$ cat src/rtl/mem_arb_pkg.sv
// ============================================================================
// Module   : mem_arb_pkg
// Purpose  : Shared state encoding and default widths for mem_port_arbiter.
// Revision : 1.0 - initial release
// ============================================================================
`default_nettype none

package mem_arb_pkg;

    localparam int ADDR_W_DEFAULT      = 32;
    localparam int DATA_W_DEFAULT      = 32;
    localparam int MAX_DSTREAK_DEFAULT = 4;

    typedef enum logic [2:0] {
        IDLE  = 3'd0,
        IBUSY = 3'd1,
        DBUSY = 3'd2,
        IRESP = 3'd3,
        DRESP = 3'd4
    } arb_state_t;

endpackage

`default_nettype wire

$ cat src/rtl/mem_port_arbiter.sv
// ============================================================================
// Module   : mem_port_arbiter
// Purpose  : Fetch/memory-stage arbiter for a single-ported unified memory,
//            M priority with bounded starvation of F.
// Revision : 1.0 - initial release
// ============================================================================
`default_nettype none

module mem_port_arbiter
    import mem_arb_pkg::*;
#(
    parameter int ADDR_W      = ADDR_W_DEFAULT,
    parameter int DATA_W      = DATA_W_DEFAULT,
    parameter int MAX_DSTREAK = MAX_DSTREAK_DEFAULT
) (
    input  logic              clk,
    input  logic              rst,
    input  logic              iReq,
    input  logic [ADDR_W-1:0] iAddr,
    output logic [DATA_W-1:0] iRdata,
    output logic              iReady,
    input  logic              dReq,
    input  logic              dWe,
    input  logic [ADDR_W-1:0] dAddr,
    input  logic [DATA_W-1:0] dWdata,
    output logic [DATA_W-1:0] dRdata,
    output logic              dReady,
    output logic              memReq,
    output logic              memWe,
    output logic [ADDR_W-1:0] memAddr,
    output logic [DATA_W-1:0] memWdata,
    input  logic [DATA_W-1:0] memRdata,
    input  logic              memAck
);

    localparam int                  STREAK_W   = $clog2(MAX_DSTREAK + 1);
    localparam logic [STREAK_W-1:0] STREAK_MAX = STREAK_W'(MAX_DSTREAK);

    arb_state_t          state;
    arb_state_t          next_state;
    logic                grant_i;
    logic                grant_d;
    logic [STREAK_W-1:0] streak;

    always_comb begin
        next_state = state;
        grant_i    = 1'b0;
        grant_d    = 1'b0;
        case (state)
            IDLE: begin
                // F wins a contested slot only once M has used up its streak
                if (dReq && iReq && (streak == STREAK_MAX)) begin
                    next_state = IBUSY;
                    grant_i    = 1'b1;
                end else if (dReq) begin
                    next_state = DBUSY;
                    grant_d    = 1'b1;
                end else if (iReq) begin
                    next_state = IBUSY;
                    grant_i    = 1'b1;
                end
            end
            IBUSY:   if (memAck) next_state = IRESP;
            DBUSY:   if (memAck) next_state = DRESP;
            IRESP:   next_state = IDLE;
            DRESP:   next_state = IDLE;
            default: next_state = IDLE;
        endcase
    end

    always_ff @(posedge clk or negedge rst) begin
        if (!rst) begin
            state    <= IDLE;
            streak   <= '0;
            memAddr  <= '0;
            memWdata <= '0;
            memWe    <= 1'b0;
            iRdata   <= '0;
            dRdata   <= '0;
        end else begin
            state <= next_state;
            if (grant_i) begin
                memAddr <= iAddr;
                memWe   <= 1'b0;
                streak  <= '0;
            end
            if (grant_d) begin
                memAddr  <= dAddr;
                memWdata <= dWdata;
                memWe    <= dWe;
                if (!iReq)
                    streak <= '0;
                else if (streak != STREAK_MAX)
                    streak <= streak + STREAK_W'(1);
            end
            if ((state == IBUSY) && memAck)
                iRdata <= memRdata;
            if ((state == DBUSY) && memAck)
                dRdata <= memRdata;
        end
    end

    // Handshake outputs decode the state register only, so no input reaches them
    assign memReq = (state == IBUSY) || (state == DBUSY);
    assign iReady = (state == IRESP);
    assign dReady = (state == DRESP);

endmodule

`default_nettype wire

$ cat config.mk
export PLATFORM = sky130hd
export DESIGN_NAME = mem_port_arbiter
export DESIGN_NICKNAME = d
export VERILOG_FILES = /design/src/rtl/mem_arb_pkg.sv /design/src/rtl/mem_port_arbiter.sv
export SDC_FILE = /design/constraint.sdc
export NUM_CORES = 1
export LEC_CHECK = 0
export BUFFER_PORTS_ARGS = -buffer_cell sky130_fd_sc_hd__buf_2
export CAP_MARGIN = 20
export CORE_MARGIN = 8
export CORE_UTILIZATION = 25
export CTS_BUF_LIST = sky130_fd_sc_hd__clkbuf_8
export CTS_CLUSTER_SIZE = 16
export DETAILED_ROUTE_END_ITERATION = 10
export SETUP_SLACK_MARGIN = 0.15
export SYNTH_ARGS = -nofsm -noshare
export SYNTH_HDL_FRONTEND = slang
export SYNTH_SLANG_ARGS = --single-unit
export TNS_END_PERCENT = 30
$ cat constraint.sdc
create_clock -name clk -period 3.09 [get_ports clk]
set_input_delay 0.309 -clock clk [delete_from_list [all_inputs] [get_ports clk]]
set_output_delay 0.309 -clock clk [all_outputs]
set_load 0.02 [all_outputs]
==> summary.md, run 1 <==
| Metric | Value |
|---|---|
| WP data required | 3.40 ns |
| Worst IR drop on VDD | 0.348 mV |
| Initial core utilization | 25.2% |
| Vias in the first global route | 4862 |
| Top-area cell type share of the netlist area | 57.8% |
| GRT overflow | 0 |
| Die Span X | 169 um |
| Initial drt markers | 289 |
| Largest net degree at the start of global routing | 58 |
| RePlAce Congestion | 0.753 |
| H-Tree Depth | 4 |
| PwrDens | 1100 nW/um^2 |
| CTS root buf | clkbuf_8 |
| DIE AREA | 28500 sq um |
| DP Cell Count | 993 |
| Tot Pwr | 0.00869 W |
| Post-cts hold buffer count | 1 |
| Top FF cell, synth | dfrtp_1 |
| Cell taking the most area after synthesis | dfrtp_1 |
| Diode count | 0 |
| Synth-to-Final Area Change | 34.7% |
| Total track usage | 12.1% |
| Reg clk slew, reported paths | 0.09 ns |
| # DRC | 0 |
| First-pass GRT wire length | 27300 um |
| Crit path largest cell delay | 0.66 ns |
| Worst-path cell chain | inv_1 > ha_1 > nand3_1 > nand3_2 > mux2_2 |
| Final hold slack | 0.106 ns |
| Via count | 4562 |
| Vias per cell | 4.45 |
| Post-CTS resize count | 0 |
| Yosys warns | 0 |
| Slew margin rel. | 34.4% |
| Place WS | 0.865 ns |
| Post-detail-place hpwl | 12500 um |
| Cell count after synthesis | 439 |
| Clk_lat worst skew | 0.43 ns |
| Synthesized area per cell | 13.3 sq um |
| Synth area leaders | dfrtp_1 58%, mux2_2 17%, o31ai_2 6.4%, a31oi_1 3.5%, a21oi_1 2.9% |
| Critical setup path kind | reg -> reg |
| RSZ-0062 raised after global routing | false |
| Hold Path Class | in -> reg |
| Leakage power | 3.62 nW |
| Total Neg Setup Slack | 0 ns |
| Clock buffer depth | 2 |
| TritonCTS clock tree | built |
| Worst-margin pin slew | 0.983 ns |
| Min-Delay Startpoint | dWdata[24] |
| Status | complete, no violations |
| Port Buf Inserts | 265 |
| Synth Cell Area | 5850 sq um |
| Top delay family on crit path | simple AND/OR/NAND/NOR gates |
| CP Max Fanout | 33 |
| Fin worst setup slack | 0.938 ns |
| Crit path launch type | flop |
| Skew final | 0.0160 ns |
| Reg-to-Reg Start | streak[0]$_DFF_PN0_ |
| Syn Nets | 575 |
| WL final | 17500 um |
| Fin crit share | 69.7% |
| Post-layout nets | 830 |
| Clock sinks | 135 |
| Max-cap violation count | 0 |
| Asr flop ratio synth | 100% |
| CP startpoint | streak[0]$_DFF_PN0_ |
| Setup crit end kind | flop |
| Netlist cell types | 36 |
| EDFF count, synth | 0 |
| Final hold vios | 0 |
| Initial antenna violation count | 0 |
| Total CTS buffers | 17 |
| # setup viols final | 0 |
| Core area | 23200 sq um |
| Cell Rows | 56 |
| Final ANT Viol Nets | 0 |
| WL per Instance | 17.1 um |
| Layout cells sized above 1 | 61.0% |
| Seq/Total Area, Yosys | 57.8% |
| Most frequent cells in the layout | 264 x buf_2, 135 x dfrtp_1, 87 x mux2_2 |
| TritonRoute pass-1 iters | 4 |
| DIE HEIGHT | 169 um |
| Most common cell after layout, fill and taps aside | buf_2 |
| Buf/Inv on CP | 1 |
| FMAX | 465 MHz |
| Critical Path AT | 2.46 ns |
| Slowest CP cell | nand3_2 |
| Yosys reg bits | 135 |
| Postcts setup bufs | 0 |
| Layout Cells excl Fill | 1025 |
| Pins Over Slew Limit | 0 |
| IO Pins | 266 |
| Min cycle time layout | 2.15 ns |
[area by class of cell]
cell class,instances,area (sq um)
Clock inverter,13,134
Clock buffer,18,248
Tap cell,319,399
Multi-Input combinational cell,256,2250
Timing Repair Buffer,279,1450
Inverter,5,18.8
Sequential cell,135,3380
Fill cell,2363,15300
[worst register-to-register path, cell delays in order, from the launching register on]
cell and delay, ns:
dfrtp_1 0.36, inv_1 0.07, ha_1 0.25, nand3_1 0.12, nand3_2 0.66, mux2_2 0.57
[report_power, final]
group	total, W	switching [W]	leakage [nW]	internal (W)
registers	0.00311	0.000460	1.58	0.00265
clock network	0.00145	0.000717	0.190	0.000730
logic	0.00414	0.00251	1.85	0.00163
[cells in the mapped netlist (2+ instances only)]
library cell,count
a21oi_1,34
nand3_1,33
inv_1,5
buf_4,3
buf_2,21
mux2_2,87
mux2_1,9
o31ai_1,2
clkbuf_1,14
nor3b_1,2
nand2_1,3
a31oi_1,33
dfrtp_1,135
buf_6,4
o31ai_2,30
ha_1,2
and3_1,2
nor2_1,2
[cells by family (layout without fill, tap and decap cells)]
logic type	after synthesis	after routing	share of synthesized area, %
muxes	96	96	18.5
buffers and inverters	48	315	4.24
and+or+nand+nor	50	50	4.71
DFF	135	135	57.8
AOI/OAI and AO/OA	107	107	14.2
xor gates and xnor gates	1	1	0.150
adders and majority gates	2	2	0.428
[state kept, by name, indices dropped and copies added (netlist names)]
| register | flops |
|---|---|
| state | 3 |
| memWdata | 32 |
| memAddr | 32 |
| dRdata | 32 |
| streak | 3 |
| memWe | 1 |
| iRdata | 32 |
[layer usage]
layer  routed length, um  share of wire (%)  GRT usage [%]  up-vias
met5                   0                  0              0        -
met4                 167               0.95           2.99        0
met3                1610                9.2           4.87       11
met2                8270                 47           19.3      190
met1                7470                 43           14.9     2230
li1                    -                  -              -     2131
[path summary, 6_finish.rpt]
kind,to,slack [ns],cells after the start
max,memWdata[4]$_DFFE_PN0P_,0.94,5
min,memWdata[24]$_DFFE_PN0P_,0.11,2
max reg2reg,memWdata[4]$_DFFE_PN0P_,0.94,5
min reg2reg,iRdata[27]$_DFFE_PN0P_,0.49,1
max in group asynchronous,memAddr[7]$_DFFE_PN0P_,1.91,3
min in group asynchronous,dRdata[4]$_DFFE_PN0P_,0.42,2
[through the flow]
stage | instance area [sq um] | util, %
floorplan | 5850 | -
global placement | 7490 | 32.3
detailed placement | 7490 | 32.3
CTS | 7880 | 34.0
global route | 7880 | 34.0
finish | 7880 | 34.0
No activity file was read; power rests on OpenSTA's default activity.
==> inputs of run 2 (changes only) <==
--- a/config.mk
+++ b/config.mk
@@ -5,6 +5,7 @@
 export SDC_FILE = /design/constraint.sdc
 export NUM_CORES = 1
 export LEC_CHECK = 0
+export ABC_AREA = 1
 export BUFFER_PORTS_ARGS = -buffer_cell sky130_fd_sc_hd__buf_2
 export CAP_MARGIN = 20
 export CORE_MARGIN = 8
==> constraint.sdc (replaced) <==
create_clock -name clk -period 1.8 [get_ports clk]
set_input_delay 0.18 -clock clk [delete_from_list [all_inputs] [get_ports clk]]
set_output_delay 0.18 -clock clk [all_outputs]
set_load 0.02 [all_outputs]
==> run 2 against run 1 <==
  * Cell area is 12% higher
  * Hold slack worse by 0.063 ns
  * Clock-buffer cell count stayed put
  * Via count is 27% higher
  * Register-to-register slack worse by 0.67 ns
  * Utilization is 4.0 points higher
  * Combinational power is 74% higher
  * Non-clock buffer count is 77 higher
  * Sequential share of layout area is 4.7 points lower
  * Global-route usage is 1.7 points higher
  * Clock skew is 0.00053 ns higher
  * Critical endpoint is now memAddr[28]$_DFFE_PN0P_
==> summary.md, run 2 <==
| Metric | Value |
|---|---|
| Top-area cell type share of the netlist area | 57.3% (was 57.8%) |
| Crit path launch type | flop (unchanged) |
| Critical setup path kind | reg -> reg (unchanged) |
| Fin crit share | 85.2% (was 69.7%) |
| RePlAce Congestion | 0.817 (was 0.753) |
| Leakage power | 5.08 nW (was 3.62 nW) |
| Clock buffer depth | 2 (unchanged) |
| Netlist cell types | 23 (was 36) |
| Layout Cells excl Fill | 1384 (was 1025) |
| TritonCTS clock tree | built (unchanged) |
| DP Cell Count | 1277 (was 993) |
| Vias per cell | 4.19 (was 4.45) |
| Met2 Resource Use GR | 21.4% (was 19.3%) |
| Worst R2R Setup Slack | 0.27 ns (was 0.94 ns) |
| Fill count | 2374 (was 2363) |
| Reg-to-Reg Start | state[0]$_DFFE_PN0P_ (was streak[0]$_DFF_PN0_) |
| Max-cap violation count | 0 (unchanged) |
| Synth area leaders | dfrtp_1 57%, nand2_1 18%, inv_1 6.6%, o21ai_1 5.4%, nand4_1 3.4% (was dfrtp_1 58%, mux2_2 17%, o31ai_2 6.4%, a31oi_1 3.5%, a21oi_1 2.9%) |
| Cell taking the most area after synthesis | dfrtp_1 (unchanged) |
| Most frequent cells in the layout | 278 x nand2_1, 263 x buf_2, 134 x dfrtp_1 (was 264 x buf_2, 135 x dfrtp_1, 87 x mux2_2) |
| Core area | 23300 sq um (was 23200 sq um) |
| Initial antenna violation count | 1 (was 0) |
| H-Tree Depth | 4 (unchanged) |
| Status | complete, no violations (unchanged) |
| WL per Instance | 14.4 um (was 17.1 um) |
| Total Neg Setup Slack | 0 ns (unchanged) |
| Asr flop ratio synth | 100% (unchanged) |
| Vias in the first global route | 5947 (was 4862) |
| DIE HEIGHT | 170 um (was 169 um) |
| Skew final | 0.0166 ns (was 0.0160 ns) |
| Met3 usage | 6.91% (was 4.87%) |
| Largest net degree at the start of global routing | 65 (was 58) |
| Critical Path AT | 1.86 ns (was 2.46 ns) |
| Min cycle time layout | 1.53 ns (was 2.15 ns) |
| Pins Over Slew Limit | 0 (unchanged) |
| R2R Path End | memAddr[28]$_DFFE_PN0P_ (was memWdata[4]$_DFFE_PN0P_) |
| Grt met1 use | 16.5% (was 14.9%) |
| # DRC | 0 (unchanged) |
| Top FF cell, synth | dfrtp_1 (unchanged) |
| # setup viols final | 0 (unchanged) |
| Worst-margin pin slew | 0.500 ns (was 0.983 ns) |
| WP data required | 2.13 ns (was 3.40 ns) |
| Yosys reg bits | 135 (unchanged) |
| Slew margin rel. | 66.6% (was 34.4%) |
| Hold depth | 5 (was 2) |
| First-pass GRT wire length | 31800 um (was 27300 um) |
| CTS root buf | clkbuf_8 (unchanged) |
| Via count | 5801 (was 4562) |
| Layer with the highest usage | met2 (unchanged) |
| Worst-path cell chain | nor2_2 > buf_4 > nand4_1 > nand3_1 > nand2_1 (was inv_1 > ha_1 > nand3_1 > nand3_2 > mux2_2) |
| Post-layout nets | 1187 (was 830) |
| EDFF count, synth | 0 (unchanged) |
| Syn Nets | 850 (was 575) |
| Synth-to-Final Area Change | 50.0% (was 34.7%) |
| Fin area | 8850 sq um (was 7880 sq um) |
| Hold Crit Endpoint | memAddr[2]$_DFFE_PN0P_ (was memWdata[24]$_DFFE_PN0P_) |
| Crit path largest cell delay | 0.45 ns (was 0.66 ns) |
| Cell Rows | 56 (unchanged) |
| Die Span X | 170 um (was 169 um) |
| Clock sinks | 135 (unchanged) |
| IO Pins | 266 (unchanged) |
| Yosys warns | 0 (unchanged) |
| Setup crit end kind | flop (unchanged) |
| Final Core Density | 37.9% (was 34.0%) |
| CP Max Fanout | 20 (was 33) |
| Total CTS buffers | 17 (unchanged) |
| Most common cell after layout, fill and taps aside | nand2_1 (was buf_2) |
| Synth Cell Area | 5900 sq um (was 5850 sq um) |
| Count leader, synth | nand2_1 (was dfrtp_1) |
| Min-Delay Startpoint | iAddr[2] (was dWdata[24]) |
| Slowest CP cell | dfrtp_1 (was nand3_2) |
| Port Buf Inserts | 265 (unchanged) |
| WL final | 19900 um (was 17500 um) |
| Seq/Total Area, Yosys | 57.3% (was 57.8%) |
| DIE AREA | 28800 sq um (was 28500 sq um) |
| Worst IR drop on VDD | 0.845 mV (was 0.348 mV) |
| Clk_lat worst skew | 0.44 ns (was 0.43 ns) |
| GRT overflow | 0 (unchanged) |
| Final ANT Viol Nets | 0 (unchanged) |
| Hold Path Class | in -> reg (unchanged) |
| R2R depth | 5 (unchanged) |
| FMAX | 652 MHz (was 465 MHz) |
| PwrDens | 1730 nW/um^2 (was 1100 nW/um^2) |
| Placement Cell Area | 7630 sq um (was 7490 sq um) |
| Layout cells sized above 1 | 31.3% (was 61.0%) |
| Cell count after synthesis | 714 (was 439) |
| Initial drt markers | 475 (was 289) |
| Synthesized area per cell | 8.26 sq um (was 13.3 sq um) |
| Reg clk slew, reported paths | 0.08 ns (was 0.09 ns) |
| Final hold vios | 0 (unchanged) |
| TritonRoute pass-1 iters | 5 (was 4) |
| Post-detail-place hpwl | 13900 um (was 12500 um) |
| Commonest cells post-synth | 278 x nand2_1, 135 x dfrtp_1, 104 x inv_1 (was 135 x dfrtp_1, 87 x mux2_2, 34 x a21oi_1) |
| Total track usage | 13.8% (was 12.1%) |
| Initial core utilization | 25.3% (was 25.2%) |
| RSZ-0062 raised after global routing | false (unchanged) |
==> run 2: where the power goes <==
group,switching [W],total (W),internal [W]
Combinational,0.00471,0.00719,0.00248
Sequential,0.000799,0.00526,0.00446
Clock,0.00132,0.00288,0.00156
==> run 2: layer usage <==
metal / part of all wire, % / wire [um]
met3: 11 / 2290
met2: 45 / 8990
met4: 1.2 / 241
met1: 42 / 8380
met5: 0.050 / 10
==> run 2: critical path, delay by kind of cell, from the launching register on <==
family	cells	cell delay, ns
and+or+nand+nor	4	0.67
buffers and inverters	1	0.32
DFF	1	0.45
==> run 2: what timing repair did <==
action	CTS	global route
setup buffers	1	2
endpoints found under the setup margin	1	35
hold endpoints to repair	147	0
pin swaps	1	0
cloned	0	1
hold buffers	70	0
gates resized for setup	0	8
==> run 2: area by class of cell <==
class	instances	area (sq um)	share of cell area, %
flip-flops and latches	135	3380	38.2
repair buffers	356	2300	26.0
multi-input cells	432	1910	21.6
inverters	109	412	4.65
well taps	319	399	4.51
clock buffers	18	248	2.80
clock inverters	14	198	2.23
diodes	1	2.50	0.0283
==> run 2: how the worst max path moves through the flow <==
stage / startpoint / endpoint / slack, ns / cells past startpoint
floorplan: streak[0]$_DFF_PN0_ / memAddr[13]$_DFFE_PN0P_ / 0.38 / 9
global placement: streak[0]$_DFF_PN0_ / memAddr[27]$_DFFE_PN0P_ / 0.29 / 8
detailed placement: streak[0]$_DFF_PN0_ / memAddr[26]$_DFFE_PN0P_ / 0.23 / 8
CTS: state[0]$_DFFE_PN0P_ / memReq / 0.15 / 4
global route: state[1]$_DFFE_PN0P_ / memReq / 0.16 / 4
finish: state[0]$_DFFE_PN0P_ / memAddr[28]$_DFFE_PN0P_ / 0.27 / 5
==> run 2: cells by family (layout without fill, tap and decap cells) <==
group,after synthesis,in the layout,synth area share (%)
buffers and inverters,147,497,10.7
and+or+nand+nor,362,362,25.8
adders and majority gates,2,2,0.424
AOI/OAI and AO/OA,68,68,5.85
other,0,1,0
DFF,135,135,57.3
==> run 2: stage by stage <==
step / total power [W] / worst slack (ns) / hold slack [ns]
after global routing: 0.0166 / 0.156 / 0.0165
after detailed placement: 0.0123 / 0.235 / 0.179
after global placement: 0.0122 / 0.292 / 0.177
after CTS: 0.0154 / 0.151 / 0.00476
after floorplan: 0.00966 / 0.381 / -0.116
final: 0.0153 / 0.266 / 0.0431
